### src/rtl/ultrasonic_presence_if.sv
// Signal bundle between the HC-SR04 ranger controller and the sensor/consumer side.
// master = controller (drives trig and results), slave = sensor echo plus result consumer.
interface ultrasonic_presence_if;
    logic        echo;
    logic        trig;
    logic        ult;
    logic [15:0] echo_us;
    logic        meas_valid;
    logic        meas_timeout;

    modport master (
        input  echo,
        output trig, ult, echo_us, meas_valid, meas_timeout
    );

    modport slave (
        output echo,
        input  trig, ult, echo_us, meas_valid, meas_timeout
    );
endinterface

### src/rtl/ultrasonic_presence.sv
// HC-SR04 driver: periodic trigger, microsecond echo timing, near/far classification and
// a CONFIRM-deep agreement filter that produces the debounced presence flag 'ult'.
module ultrasonic_presence #(
    parameter int CLK_HZ     = 50_000_000,
    parameter int TRIG_US    = 10,
    parameter int PERIOD_US  = 60_000,
    parameter int TIMEOUT_US = 25_000,
    parameter int NEAR_CM    = 10,
    parameter int CONFIRM    = 3
) (
    input  logic                   clk,
    input  logic                   btn_reset,
    ultrasonic_presence_if.master  bus
);

    localparam int CYC_US  = CLK_HZ / 1_000_000;
    localparam int NEAR_US = NEAR_CM * 58;
    localparam int PRE_W   = (CYC_US > 1) ? $clog2(CYC_US) : 1;
    localparam int US_MAX0 = (PERIOD_US > TIMEOUT_US) ? PERIOD_US : TIMEOUT_US;
    localparam int US_MAX  = (US_MAX0 > TRIG_US) ? US_MAX0 : TRIG_US;
    localparam int US_W    = $clog2(US_MAX + 1);
    localparam int CNF_W   = $clog2(CONFIRM + 1);

    typedef enum logic [1:0] {S_WAIT, S_TRIG, S_ARM, S_MEAS} state_t;

    state_t            state, state_next;
    logic              echo_m, echo_s, echo_d;
    logic [PRE_W-1:0]  pre;
    logic [US_W-1:0]   us_cnt;
    logic              seen_low;
    logic [CNF_W-1:0]  cnt;
    logic              ult_q, trig_q, mv_q, to_q;
    logic [15:0]       us_q;

    logic              tick, wait_done, trig_done, tmo_done, rise;
    logic              res_valid, res_timeout, near;
    logic [15:0]       res_us;

    assign tick      = (pre == PRE_W'(CYC_US - 1));
    assign wait_done = tick && (us_cnt == US_W'(PERIOD_US - 1));
    assign trig_done = tick && (us_cnt == US_W'(TRIG_US - 1));
    assign tmo_done  = tick && (us_cnt == US_W'(TIMEOUT_US - 1));
    // A rise only counts once echo has been seen low inside S_ARM, so a stuck-high echo never arms.
    assign rise      = echo_s && !echo_d && seen_low;

    // Two-flop synchronizer for the asynchronous echo, plus one more stage for edge detection.
    always_ff @(posedge clk or negedge btn_reset) begin
        if (!btn_reset) begin
            echo_m <= 1'b0;
            echo_s <= 1'b0;
            echo_d <= 1'b0;
        end else begin
            echo_m <= bus.echo;
            echo_s <= echo_m;
            echo_d <= echo_s;
        end
    end

    always_ff @(posedge clk or negedge btn_reset) begin
        if (!btn_reset) state <= S_WAIT;
        else            state <= state_next;
    end

    always_comb begin
        // NOTE: every signal driven here gets a default first, so no latch can be inferred.
        state_next  = state;
        res_valid   = 1'b0;
        res_timeout = 1'b0;
        res_us      = '0;
        case (state)
            S_WAIT: if (wait_done) state_next = S_TRIG;
            S_TRIG: if (trig_done) state_next = S_ARM;
            S_ARM: begin
                if (rise) begin
                    state_next = S_MEAS;
                end else if (tmo_done) begin
                    res_valid   = 1'b1;
                    res_timeout = 1'b1;
                    res_us      = 16'(TIMEOUT_US);
                    state_next  = S_WAIT;
                end
            end
            S_MEAS: begin
                if (!echo_s) begin
                    // The cycle spent detecting the rise is part of the pulse: add it back on wrap.
                    res_valid  = 1'b1;
                    res_us     = 16'(us_cnt) + {15'd0, tick};
                    state_next = S_WAIT;
                end else if (tmo_done) begin
                    res_valid   = 1'b1;
                    res_timeout = 1'b1;
                    res_us      = 16'(TIMEOUT_US);
                    state_next  = S_WAIT;
                end
            end
            default: state_next = S_WAIT;
        endcase
    end

    assign near = !res_timeout && (res_us <= 16'(NEAR_US));

    always_ff @(posedge clk or negedge btn_reset) begin
        if (!btn_reset) begin
            pre      <= '0;
            us_cnt   <= '0;
            seen_low <= 1'b0;
            cnt      <= '0;
            ult_q    <= 1'b0;
            trig_q   <= 1'b0;
            mv_q     <= 1'b0;
            to_q     <= 1'b0;
            us_q     <= '0;
        end else begin
            // NOTE: non-blocking assignments so every flop samples pre-edge values.
            trig_q <= (state_next == S_TRIG);
            mv_q   <= res_valid;
            if (state_next != state) begin
                pre      <= '0;
                us_cnt   <= '0;
                seen_low <= 1'b0;
            end else begin
                pre <= tick ? '0 : pre + PRE_W'(1);
                if (tick) us_cnt <= us_cnt + US_W'(1);
                if (state == S_ARM && !echo_s) seen_low <= 1'b1;
            end
            if (res_valid) begin
                us_q <= res_us;
                to_q <= res_timeout;
                if (near == ult_q) begin
                    cnt <= '0;
                end else if (cnt == CNF_W'(CONFIRM - 1)) begin
                    ult_q <= ~ult_q;
                    cnt   <= '0;
                end else begin
                    cnt <= cnt + CNF_W'(1);
                end
            end
        end
    end

    assign bus.trig         = trig_q;
    assign bus.ult          = ult_q;
    assign bus.echo_us      = us_q;
    assign bus.meas_valid   = mv_q;
    assign bus.meas_timeout = to_q;

endmodule

### src/flat_wrapper.sv
// flat-port wrapper written by rule: the top's interface ports become plain ports
module ultrasonic_presence_flat 
#(
    parameter int CLK_HZ     = 50_000_000,
    parameter int TRIG_US    = 10,
    parameter int PERIOD_US  = 60_000,
    parameter int TIMEOUT_US = 25_000,
    parameter int NEAR_CM    = 10,
    parameter int CONFIRM    = 3
)
  (clk, btn_reset, bus_echo, bus_trig, bus_ult, bus_echo_us, bus_meas_valid, bus_meas_timeout);
  ultrasonic_presence_if bus_i ();
  input  logic clk;
  input  logic btn_reset;
  input wire logic [$bits(bus_i.echo)-1:0] bus_echo;
  output wire logic [$bits(bus_i.trig)-1:0] bus_trig;
  output wire logic [$bits(bus_i.ult)-1:0] bus_ult;
  output wire logic [$bits(bus_i.echo_us)-1:0] bus_echo_us;
  output wire logic [$bits(bus_i.meas_valid)-1:0] bus_meas_valid;
  output wire logic [$bits(bus_i.meas_timeout)-1:0] bus_meas_timeout;
  assign bus_i.echo = bus_echo;
  assign bus_trig = bus_i.trig;
  assign bus_ult = bus_i.ult;
  assign bus_echo_us = bus_i.echo_us;
  assign bus_meas_valid = bus_i.meas_valid;
  assign bus_meas_timeout = bus_i.meas_timeout;
  ultrasonic_presence #(.CLK_HZ(CLK_HZ), .TRIG_US(TRIG_US), .PERIOD_US(PERIOD_US), .TIMEOUT_US(TIMEOUT_US), .NEAR_CM(NEAR_CM), .CONFIRM(CONFIRM)) u_core (.clk(clk), .btn_reset(btn_reset), .bus(bus_i));
endmodule
### config.mk
export PLATFORM = sky130hd
export DESIGN_NAME = ultrasonic_presence_flat
export DESIGN_NICKNAME = d
export VERILOG_FILES = /design/src/rtl/ultrasonic_presence_if.sv /design/src/rtl/ultrasonic_presence.sv /design/src/flat_wrapper.sv
export SDC_FILE = /design/constraint.sdc
export NUM_CORES = 1
export LEC_CHECK = 0
export ABC_AREA = 1
export BUFFER_PORTS_ARGS = -buffer_cell sky130_fd_sc_hd__buf_2
export CAP_MARGIN = 20
export CORE_MARGIN = 3
export CORE_UTILIZATION = 54
export DETAILED_ROUTE_END_ITERATION = 6
export PLACE_DENSITY = 0.76
export SYNTH_ARGS = -nofsm -noshare
export SYNTH_HDL_FRONTEND = slang
export SYNTH_SLANG_ARGS = --single-unit
### constraint.sdc
create_clock -name clk -period 2.3 [get_ports clk]
set_input_delay 0.23 -clock clk [delete_from_list [all_inputs] [get_ports clk]]
set_output_delay 0.23 -clock clk [all_outputs]
set_load 0.005 [all_outputs]
==> impl_results.md, run 1 <==
- Commonest non-fill, non-tap cell in the layout: nand2_1
- Worst relative slew slack: 59.16%
- First-pass iteration count of the detailed router: 4
- Share of cells above drive strength 1: 31.04%
- Yosys top cell area share: 42.21%
- Largest net degree at the start of global routing: 51
- Setup Viol. Count Final: 2
- FMAX: 427.6 MHz
- Worst vdd ir: 234.1 µV
- Clock buffer depth: 2
- Pins Over Slew Limit: 0
- Power Total: 1.410 mW
- Final Util: 69.52%
- Worst clock skew: 0.005992 ns
- Final period utilization: 101.7%
- Slew @ Worst Pin: 0.6126 ns
- Syn Area/Cell: 8.033 µm²
- Most frequent cells in the layout: nand2_1, dfrtp_1, inv_1, nand3_1, nor2_1
- TritonCTS clock tree: built
- Sequential fraction of the synthesis area: 42.21%
- Die Ht: 80.09 µm
- CTS H-Tree Depth: 2
- CP Max Fanout: 3
- Vias: 2571
- Clock Root Buffer: clkbuf_8
- Port bufs: 22
- Crit path time final: 2.339 ns
- Area grow syn2layout: 22.08%
- RSZ-0062 raised after global routing: true
- Critical path startpoint category: flip-flop
- Violated checks: setup timing
- Die Width: 80.09 µm
- Min-delay worst type: in2async
- PD cells: 389.8 nW/µm²
- Status: finished with violations
- Vias per cell: 5.226
- CTS buffer count: 5
- Required time of the critical path: 2.54 ns
- Clk sink count: 50
- Post-DP Area: 3347 µm²
- Cells after Synth: 369
- Synth area leaders: dfrtp_1, nand2_1, nand3_1
- N_diodes: 0
- Total track usage: 24.06%
- Clock latency on the worst-skew pair: 0.30 ns
- First-pass GRT wire length: 11970 µm
- Post-Syn Area: 2964 µm²
- Setup ws final: -0.03853 ns
- Fin Hold WS: 0.01754 ns
- Max cap viols: 0
- IO Count: 23
- DRT iter0 DRCs: 199
- Final Cell Area: 3618 µm²
- Starting Density: 56.95%
- ANT nets after route: 0
- # DRC: 0
- Cell taking the most area after synthesis: dfrtp_1
- Vias in the first global route: 2560
- Warnings, synthesis: 0
- Clk slew on worst S/H paths: 0.08 ns
- Register bit total from synthesis: 50
- Final Hold Vio Count: 0
- Place WS: -0.1345 ns
- Final wirelength: 6774 µm
- Crit end category: flip-flop
- DIE AREA: 6414 µm²
- Fill cell count: 430
- Post-DR wirelength/cell: 13.77 µm
- # nets final: 433
- Post-synth cell types: 36
- Syn nets: 379
- Overflow after GRT: 0
- Leakage power: 1.881 nW
- Initial antenna violation count: 0
- Core area: 5205 µm²
- Post-DP HPWL: 5075 µm
- Routability cong.: 0.9328
- WS Path Type: reg2reg
- CP arrival: 2.58 ns
- Num rows: 26
synth_stat cells (all sizes together):
library cell	instances
nand3b	3
or2	5
a22o	2
nor3	8
o21ai	13
nand4	6
xnor2	3
o311ai	1
nand2	90
nor4	1
clkbuf	3
inv	42
buf	5
and2	1
a21oi	5
dfrtp	50
nor2	59
clkinv	2
ha	7
nand3	45
xor2	18
path summary, 6_finish.rpt:
| check | from | to | slack, ns | cells after the start |
|---|---|---|---|---|
| max reg2reg | u_core.pre[1]$_DFF_PN0_ | u_core.cnt[1]$_DFFE_PN0P_ | -0.04 | 20 |
| min in group clk | bus_echo | u_core.echo_m$_DFF_PN0_ | 0.03 | 1 |
| min | btn_reset | u_core.pre[3]$_DFF_PN0_ | 0.02 | 2 |
| max in group asynchronous | btn_reset | u_core.us_cnt[2]$_DFFE_PN0P_ | 1.86 | 2 |
| max | u_core.pre[1]$_DFF_PN0_ | u_core.cnt[1]$_DFFE_PN0P_ | -0.04 | 20 |
| min reg2reg | u_core.echo_m$_DFF_PN0_ | u_core.echo_s$_DFF_PN0_ | 0.35 | 0 |
cells by family after synthesis:
logic type / count (synthesis) / synth area share [%]
AND/OR/NAND/NOR: 218 / 35.92
buffers and inverters: 52 / 7.682
XOR/XNOR: 21 / 6.205
adder cells (fa/ha/maj): 7 / 2.955
AO/OA/AOI/OAI: 21 / 5.023
flip-flops: 50 / 42.21
sequential cells by signal, summed over array words and instances, names as in the netlist:
register and cells:
u_core.echo_d 1, u_core.seen_low 1, u_core.us_cnt 16, u_core.cnt 2, u_core.echo_m 1, u_core.bus.ult 1
u_core.echo_s 1, u_core.bus.echo_us 16, u_core.bus.trig 1, u_core.bus.meas_valid 1, u_core.bus.meas_timeout 1, u_core.pre 6
u_core.state 2
report_power, final:
part	internal, mW	total [mW]	switching, mW
Combinational	0.00551	0.0283	0.0228
Clock	0.232	0.499	0.267
Sequential	0.881	0.883	0.00215
Total	1.12	1.41	0.292
routing by layer:
metal | GRT usage [%] | vias up | part of all wire (%)
met5 | 0 | - | 0
li1 | - | 1270 | -
met4 | 12.84 | 0 | 3.7
met3 | 4.484 | 24 | 4.8
met2 | 38.91 | 69 | 47
met1 | 30.42 | 1208 | 45
timing repair:
| item | CTS | global route |
|---|---|---|
| gates resized for setup | 15 | 13 |
| hold buffers | 0 | 0 |
| pin swaps | 6 | 15 |
| cloned | 1 | 0 |
| setup endpoints to repair | 5 | 26 |
| buffers inserted | 4 | 4 |
final cells by class:
class | instances | area, µm² | share of cell area [%]
sequential | 50 | 1251 | 34.58
timing repair buffer | 55 | 406.6 | 11.24
multi-input combinational | 267 | 1625 | 44.92
inverter | 44 | 165.2 | 4.564
tap | 70 | 87.58 | 2.420
clock buffer | 6 | 82.58 | 2.282
per-stage QoR:
step,TNS (ns),std cells
floorplan,0,369
global placement,-0.08878,479
detailed placement,-0.2723,479
CTS,-0.03333,489
global route,-2.350,492
finish,-0.06772,492
critical path, cell delays in order (launching register included):
cell	delay, ns
dfrtp_1	0.40
inv_2	0.07
ha_4	0.13
nand3_4	0.07
nor2_4	0.14
ha_4	0.16
ha_4	0.14
inv_2	0.04
nor2_4	0.11
nand2_2	0.08
inv_2	0.07
nand3_2	0.06
nand3_2	0.09
nand2_1	0.05
nor2_1	0.10
nand3_1	0.10
nor2_2	0.18
nand2_1	0.07
nand2_1	0.09
nand3_1	0.06
nand2_1	0.07
(Power assumes the default switching activity.)
==> run 2: changes to the inputs <==
--- a/config.mk
+++ b/config.mk
@@ -11,6 +11,7 @@
 export CORE_MARGIN = 3
 export CORE_UTILIZATION = 54
 export DETAILED_ROUTE_END_ITERATION = 6
+export MAX_ROUTING_LAYER = met4
 export PLACE_DENSITY = 0.76
 export SYNTH_ARGS = -nofsm -noshare
 export SYNTH_HDL_FRONTEND = slang
==> impl_results.md, run 2 (synthesized netlist as in run 1, its figures left out) <==
- Pins Over Slew Limit: 0 (unchanged)
- CP Max Fanout: 3 (unchanged)
- Setup_tns: -0.2937 ns (-0.2260 ns)
- Slew @ Worst Pin: 0.6186 ns (+0.005998 ns)
- Crit path time final: 2.405 ns (+0.06612 ns)
- Status: finished with violations
- Overflow after GRT: 0 (unchanged)
- Cell-internal power: 1.130 mW (+0.99%)
- DRT iter0 DRCs: 141 (-29%)
- Largest net degree at the start of global routing: 51 (unchanged)
- Setup Viol. Count Final: 4 (+2)
- Fill cell count: 430 (unchanged)
- FMAX: 415.9 MHz (-2.7%)
- # nets final: 435 (+0.46%)
- Post-DP HPWL: 5250 µm (+3.5%)
- Fin Hold WS: 0.02437 ns (+0.006831 ns)
- Starting Density: 56.95% (unchanged)
- Most frequent cells in the layout: nand2_1, dfrtp_1, inv_1
- IO Count: 23 (unchanged)
- Commonest non-fill, non-tap cell in the layout: nand2_1
- Final wirelength: 7170 µm (+5.8%)
- Worst clock skew: 0.003192 ns (-0.002801 ns)
- Combinational Power Share: 2.0% (about the same)
- Clock buffer depth: 2 (unchanged)
- Num rows: 26 (unchanged)
- Switch Pwr: 0.3041 mW (+4.1%)
- TritonCTS clock tree: built
- Crit end category: flip-flop
- First-pass GRT wire length: 12210 µm (+2.0%)
- Clock latency on the worst-skew pair: 0.30 ns (about the same)
- CP arrival: 2.64 ns (+0.06 ns)
- WS Path Type: reg2reg
- Port bufs: 22 (unchanged)
- Vias in the first global route: 2579 (+0.74%)
- Core area: 5205 µm² (unchanged)
- RSZ-0062 raised after global routing: true
- Seq pwr share: 61.6% (-1.0 points)
- Final Hold Vio Count: 0 (unchanged)
- Leakage power: 1.894 nW (+0.68%)
- Post-Layout Cell Count: 496 (+0.81%)
- First-pass iteration count of the detailed router: 4 (unchanged)
- Worst vdd ir: 337.5 µV (+44%)
- Initial antenna violation count: 0 (unchanged)
- Final Cell Area: 3643 µm² (+0.69%)
- Min-delay worst type: in2async
- Clk slew on worst S/H paths: 0.09 ns (about the same)
- Area grow syn2layout: 22.92%
- Vias: 2615 (+1.7%)
- Share of cells above drive strength 1: 33.10% (+2.1 points)
- Total track usage: 25.34% (+1.3 points)
- Required time of the critical path: 2.54 ns (about the same)
- Clk sink count: 50 (unchanged)
- # DRC: 0 (unchanged)
- Post-DP Area: 3342 µm² (-0.15%)
- PD cells: 393.5 nW/µm² (+0.95%)
- Routability cong.: 0.9553 (+2.4%)
- Clock power share: 36.4% (+1.0 points)
- Placed cells: 480 (+0.21%)
- Post-DR wirelength/cell: 14.46 µm (+5.0%)
- Worst relative slew slack: 58.76% (-0.40 points)
- Clock Root Buffer: clkbuf_8
- DIE AREA: 6414 µm² (unchanged)
- Setup ws final: -0.1046 ns (-0.06612 ns)
- Vias per cell: 5.272 (+0.89%)
- Switching power share of the total: 21.21% (+0.51 points)
- Die Ht: 80.09 µm (unchanged)
- Violated checks: setup timing
- Place WS: -0.1230 ns (+0.01145 ns)
- CTS H-Tree Depth: 2 (unchanged)
- ANT nets after route: 0 (unchanged)
- Die Width: 80.09 µm (unchanged)
- CTS buffer count: 5 (unchanged)
- Final period utilization: 104.5% (+2.9 points)
- Critical path startpoint category: flip-flop
- N_diodes: 0 (unchanged)
- Max cap viols: 0 (unchanged)
[run 2: cell count changes in the layout (fill, tap and decap cells not counted), moves of 2 or more]
cell	delta
buf_4	+2
ha_2	+2
nand2_1	-3
nand2_2	+3
nand3_1	-2
nand3_2	+3
nor2_1	-2
o21ai_0	-2
o21ai_2	+2
[run 2: through the flow]
stage	utilization, %	power (mW)
6_report	70.00	1.434
5_1_grt	70.00	1.479
4_1_cts	67.81	1.441
3_5_place_dp	64.21	0.9292
3_3_place_gp	64.21	0.9284
2_1_floorplan	-	0.9046
[run 2: worst paths after layout]
| path | cells past startpoint | to | slack [ns] | from |
|---|---|---|---|---|
| setup / recovery | 20 | u_core.cnt[0]$_DFFE_PN0P_ | -0.10 | u_core.pre[1]$_DFF_PN0_ |
| hold / removal | 2 | u_core.bus.echo_us[11]$_DFFE_PN0P_ | 0.02 | btn_reset |
| setup reg to reg | 20 | u_core.cnt[0]$_DFFE_PN0P_ | -0.10 | u_core.pre[1]$_DFF_PN0_ |
| hold reg to reg | 0 | u_core.echo_s$_DFF_PN0_ | 0.35 | u_core.echo_m$_DFF_PN0_ |
| max in group asynchronous | 2 | u_core.seen_low$_DFFE_PN0P_ | 1.86 | btn_reset |
| min in group clk | 1 | u_core.echo_m$_DFF_PN0_ | 0.03 | bus_echo |
[run 2: repair_timing]
action	CTS	global route
setup endpoints to repair	3	28
pin swaps	5	16
gates resized for setup	15	21
buffers inserted	3	5
hold buffers	0	0
gates cloned	1	0
[run 2: final cells by class]
type / count / area, µm² / area share (%)
Tap cell: 70 / 87.58 / 2.404
Multi-Input combinational cell: 267 / 1635 / 44.88
Clock buffer: 7 / 86.33 / 2.370
Sequential cell: 50 / 1251 / 34.34
Inverter: 44 / 165.2 / 4.533
Timing Repair Buffer: 57 / 412.9 / 11.33
Clock inverter: 1 / 5.005 / 0.1374
[run 2: critical path: stages (launching register included)]
cell and delay [ns]:
dfrtp_1 0.39, inv_1 0.06, ha_2 0.17, nand3_2 0.09, nor2_4 0.14, ha_4 0.15
ha_4 0.14, inv_2 0.04, nor2_4 0.12, nand2_2 0.07, inv_2 0.06, nand3_2 0.07
nand3_2 0.11, nand2_2 0.05, nor2_2 0.12, nand3_2 0.11, nor2_4 0.14, nand2_1 0.08
nand2_2 0.09, nand3_1 0.06, nand2_1 0.06
[run 2: power by group through the flow]
| stage | registers (mW) | logic [mW] | clock network [mW] |
|---|---|---|---|
| global placement | 0.900 | 0.0279 | 0 |
| CTS | 0.883 | 0.0293 | 0.529 |
| global route | 0.884 | 0.0334 | 0.562 |
| finish | 0.883 | 0.0287 | 0.522 |
| floorplan | 0.900 | 0.00462 | 0 |
| detailed placement | 0.900 | 0.0287 | 0 |
[run 2: routing by layer]
layer	global-route usage (%)	up-vias	wire, µm
met5	-	-	0
met3	4.372	24	358
met1	31.46	1231	3078
li1	-	1282	-
met2	42.05	78	3500
met4	8.446	0	233
==> run 3: changes to the inputs <==
--- a/config.mk
+++ b/config.mk
@@ -16,3 +16,4 @@
 export SYNTH_ARGS = -nofsm -noshare
 export SYNTH_HDL_FRONTEND = slang
 export SYNTH_SLANG_ARGS = --single-unit
+export TNS_END_PERCENT = 50
==> impl_results.md, run 3 (synthesized netlist as in run 1, its figures left out) <==
- Status: finished with violations
- Violated checks: setup timing
- DIE AREA: 6414 µm² (unchanged)
- # nets final: 435 (unchanged)
- Final wirelength: 7171 µm (about the same)
- Leakage power: 1.894 nW (unchanged)
- Setup ws final: -0.1088 ns (-0.004182 ns)
- Max cap viols: 0 (unchanged)
- Most used cell, CP: nand3_2
- Setup_tns: -0.2986 ns (-0.004892 ns)
- Crit path time final: 2.409 ns (+0.004182 ns)
- Area of the multi-input gates: 1635 µm² (unchanged)
- Post-DP Area: 3342 µm² (unchanged)
- Worst relative slew slack: 58.77% (about the same)
- CTS H-Tree Depth: 2 (unchanged)
- Combinational Power Share: 2.0% (about the same)
- RSZ-0062 raised after global routing: true
- Critical path depth in cells: 20 (unchanged)
- Post-DR wirelength/cell: 14.46 µm (about the same)
- Vias per cell: 5.278 (+0.11%)
- Total track usage: 25.34% (unchanged)
- Crit path cell chain: inv_1, ha_2, nand3_2, nor2_4, ha_4, ha_4, inv_2, nor2_4, nand2_2, inv_2, nand3_2, nand3_2, nand2_2, nor2_2, nand3_2, nor2_4, nand2_1, nand2_2, nand3_1, nand2_1
- Crit-path leading delay family: simple AND/OR/NAND/NOR gates
- # DRC: 0 (unchanged)
- Vias: 2618 (+0.11%)
- IO Count: 23 (unchanged)
- Global Route met1 Usage: 31.46% (unchanged)
- Overflow after GRT: 0 (unchanged)
- Setup Viol. Count Final: 4 (unchanged)
- Clock latency on the worst-skew pair: 0.30 ns (about the same)
- CP arrival: 2.65 ns (about the same)
- Seq. cell area: 1251 µm² (unchanged)
- Critical path startpoint category: flip-flop
- Area grow syn2layout: 22.92% (unchanged)
- Place WS: -0.1230 ns (unchanged)
- Switching power share of the total: 21.24% (+0.031 points)
- Fin Hold WS: 0.02403 ns (-0.0003445 ns)
- Hold-fix buffers at CTS: 0 (unchanged)
- Routability cong.: 0.9553 (unchanged)
- Buf/Inv on CP: 3 (unchanged)
- Slew @ Worst Pin: 0.6184 ns (-0.0001534 ns)
- Vias in the first global route: 2579 (unchanged)
- Met2 Use GR: 42.05% (unchanged)
- PD cells: 393.7 nW/µm² (about the same)
- Placed cells: 480 (unchanged)
- Seq pwr share: 61.6% (about the same)
- Worst clock skew: 0.003608 ns (+0.0004158 ns)
- Met3 Resource Use GR: 4.372% (unchanged)
- Crit end category: flip-flop
- Most frequent cells in the layout: nand2_1, dfrtp_1, inv_1
- Clock power share: 36.4% (about the same)
- Starting Density: 56.95% (unchanged)
- WS Path Type: reg2reg
- Fill cell count: 430 (unchanged)
- Power Total: 1.434 mW (about the same)
- Final Util: 70.00% (unchanged)
- Worst path max stage delay: 0.39 ns (about the same)
- CTS buffer count: 5 (unchanged)
- Num rows: 26 (unchanged)
- First-pass GRT wire length: 12210 µm (unchanged)
- Crit path max-delay cell type: dfrtp_1
- Commonest non-fill, non-tap cell in the layout: nand2_1
- Cell-internal power: 1.130 mW (about the same)
- FMAX: 415.1 MHz (-0.17%)
- Reg2reg path depth: 20 (unchanged)
- Min-delay worst type: in2async
- Largest net degree at the start of global routing: 51 (unchanged)
- GRT busiest layer: met2
- Final period utilization: 104.7% (+0.18 points)
- Clock Root Buffer: clkbuf_8
- Share of cells above drive strength 1: 33.10% (unchanged)
- Required time of the critical path: 2.54 ns (about the same)
- Pins Over Slew Limit: 0 (unchanged)
- Switch Pwr: 0.3046 mW (+0.19%)
- Port bufs: 22 (unchanged)
- DRT iter0 DRCs: 142 (+0.71%)
- CP Max Fanout: 3 (unchanged)
- Clk sink count: 50 (unchanged)
- Final Hold Vio Count: 0 (unchanged)
- Clock buffer depth: 2 (unchanged)
- Worst vdd ir: 337.7 µV (about the same)
- N_diodes: 0 (unchanged)
- TritonCTS clock tree: built
- Post-Layout Cell Count: 496 (unchanged)
- First-pass iteration count of the detailed router: 4 (unchanged)
- Core area: 5205 µm² (unchanged)
- Clk slew on worst S/H paths: 0.09 ns (about the same)
- Initial antenna violation count: 0 (unchanged)
- Post-DP HPWL: 5250 µm (unchanged)
- Final Cell Area: 3643 µm² (unchanged)
- ANT nets after route: 0 (unchanged)
- Die Ht: 80.09 µm (unchanged)
- Die Width: 80.09 µm (unchanged)
run 3: cell counts in the layout (fill, tap and decap cells not counted):
No cell type changed its count.
run 3: worst paths after layout:
kind	to	start	slack, ns
max	u_core.cnt[0]$_DFFE_PN0P_	u_core.pre[1]$_DFF_PN0_	-0.11
min	u_core.bus.echo_us[11]$_DFFE_PN0P_	btn_reset	0.02
max reg2reg	u_core.cnt[0]$_DFFE_PN0P_	u_core.pre[1]$_DFF_PN0_	-0.11
min reg2reg	u_core.echo_s$_DFF_PN0_	u_core.echo_m$_DFF_PN0_	0.35
max in group asynchronous	u_core.seen_low$_DFFE_PN0P_	btn_reset	1.86
min in group clk	u_core.echo_m$_DFF_PN0_	bus_echo	0.03
run 3: routing by layer:
metal	up-vias	routed length, µm
li1	1280	-
met1	1233	3065
met2	81	3506
met3	24	366
met4	0	233
met5	-	0
run 3: repair_timing:
action	CTS	global route
cloned	1	0
endpoints found under the setup margin	3	28
pin swaps	5	16
resized for setup	15	21
buffers inserted	3	5
run 3: final cells by class:
class                      instances  share of cell area, %
multi-input combinational        267                  44.88
clock buffer                       7                  2.370
timing repair buffer              57                  11.33
clock inverter                     1                 0.1374
tap                               70                  2.404
sequential                        50                  34.34
inverter                          44                  4.533
run 3: worst register-to-register path, stage by stage (launching register included):
cell,delay (ns)
dfrtp_1,0.39
inv_1,0.06
ha_2,0.17
nand3_2,0.09
nor2_4,0.14
ha_4,0.15
ha_4,0.14
inv_2,0.04
nor2_4,0.12
nand2_2,0.07
inv_2,0.06
nand3_2,0.07
nand3_2,0.11
nand2_2,0.05
nor2_2,0.12
nand3_2,0.11
nor2_4,0.14
nand2_1,0.08
nand2_2,0.09
nand3_1,0.07
nand2_1,0.06
run 3: power by group through the flow:
stage	Clock (mW)	Combinational, mW	Sequential [mW]
finish	0.523	0.0287	0.883
global route	0.562	0.0334	0.884
CTS	0.529	0.0293	0.883
detailed placement	0	0.0287	0.900
global placement	0	0.0279	0.900
floorplan	0	0.00462	0.900
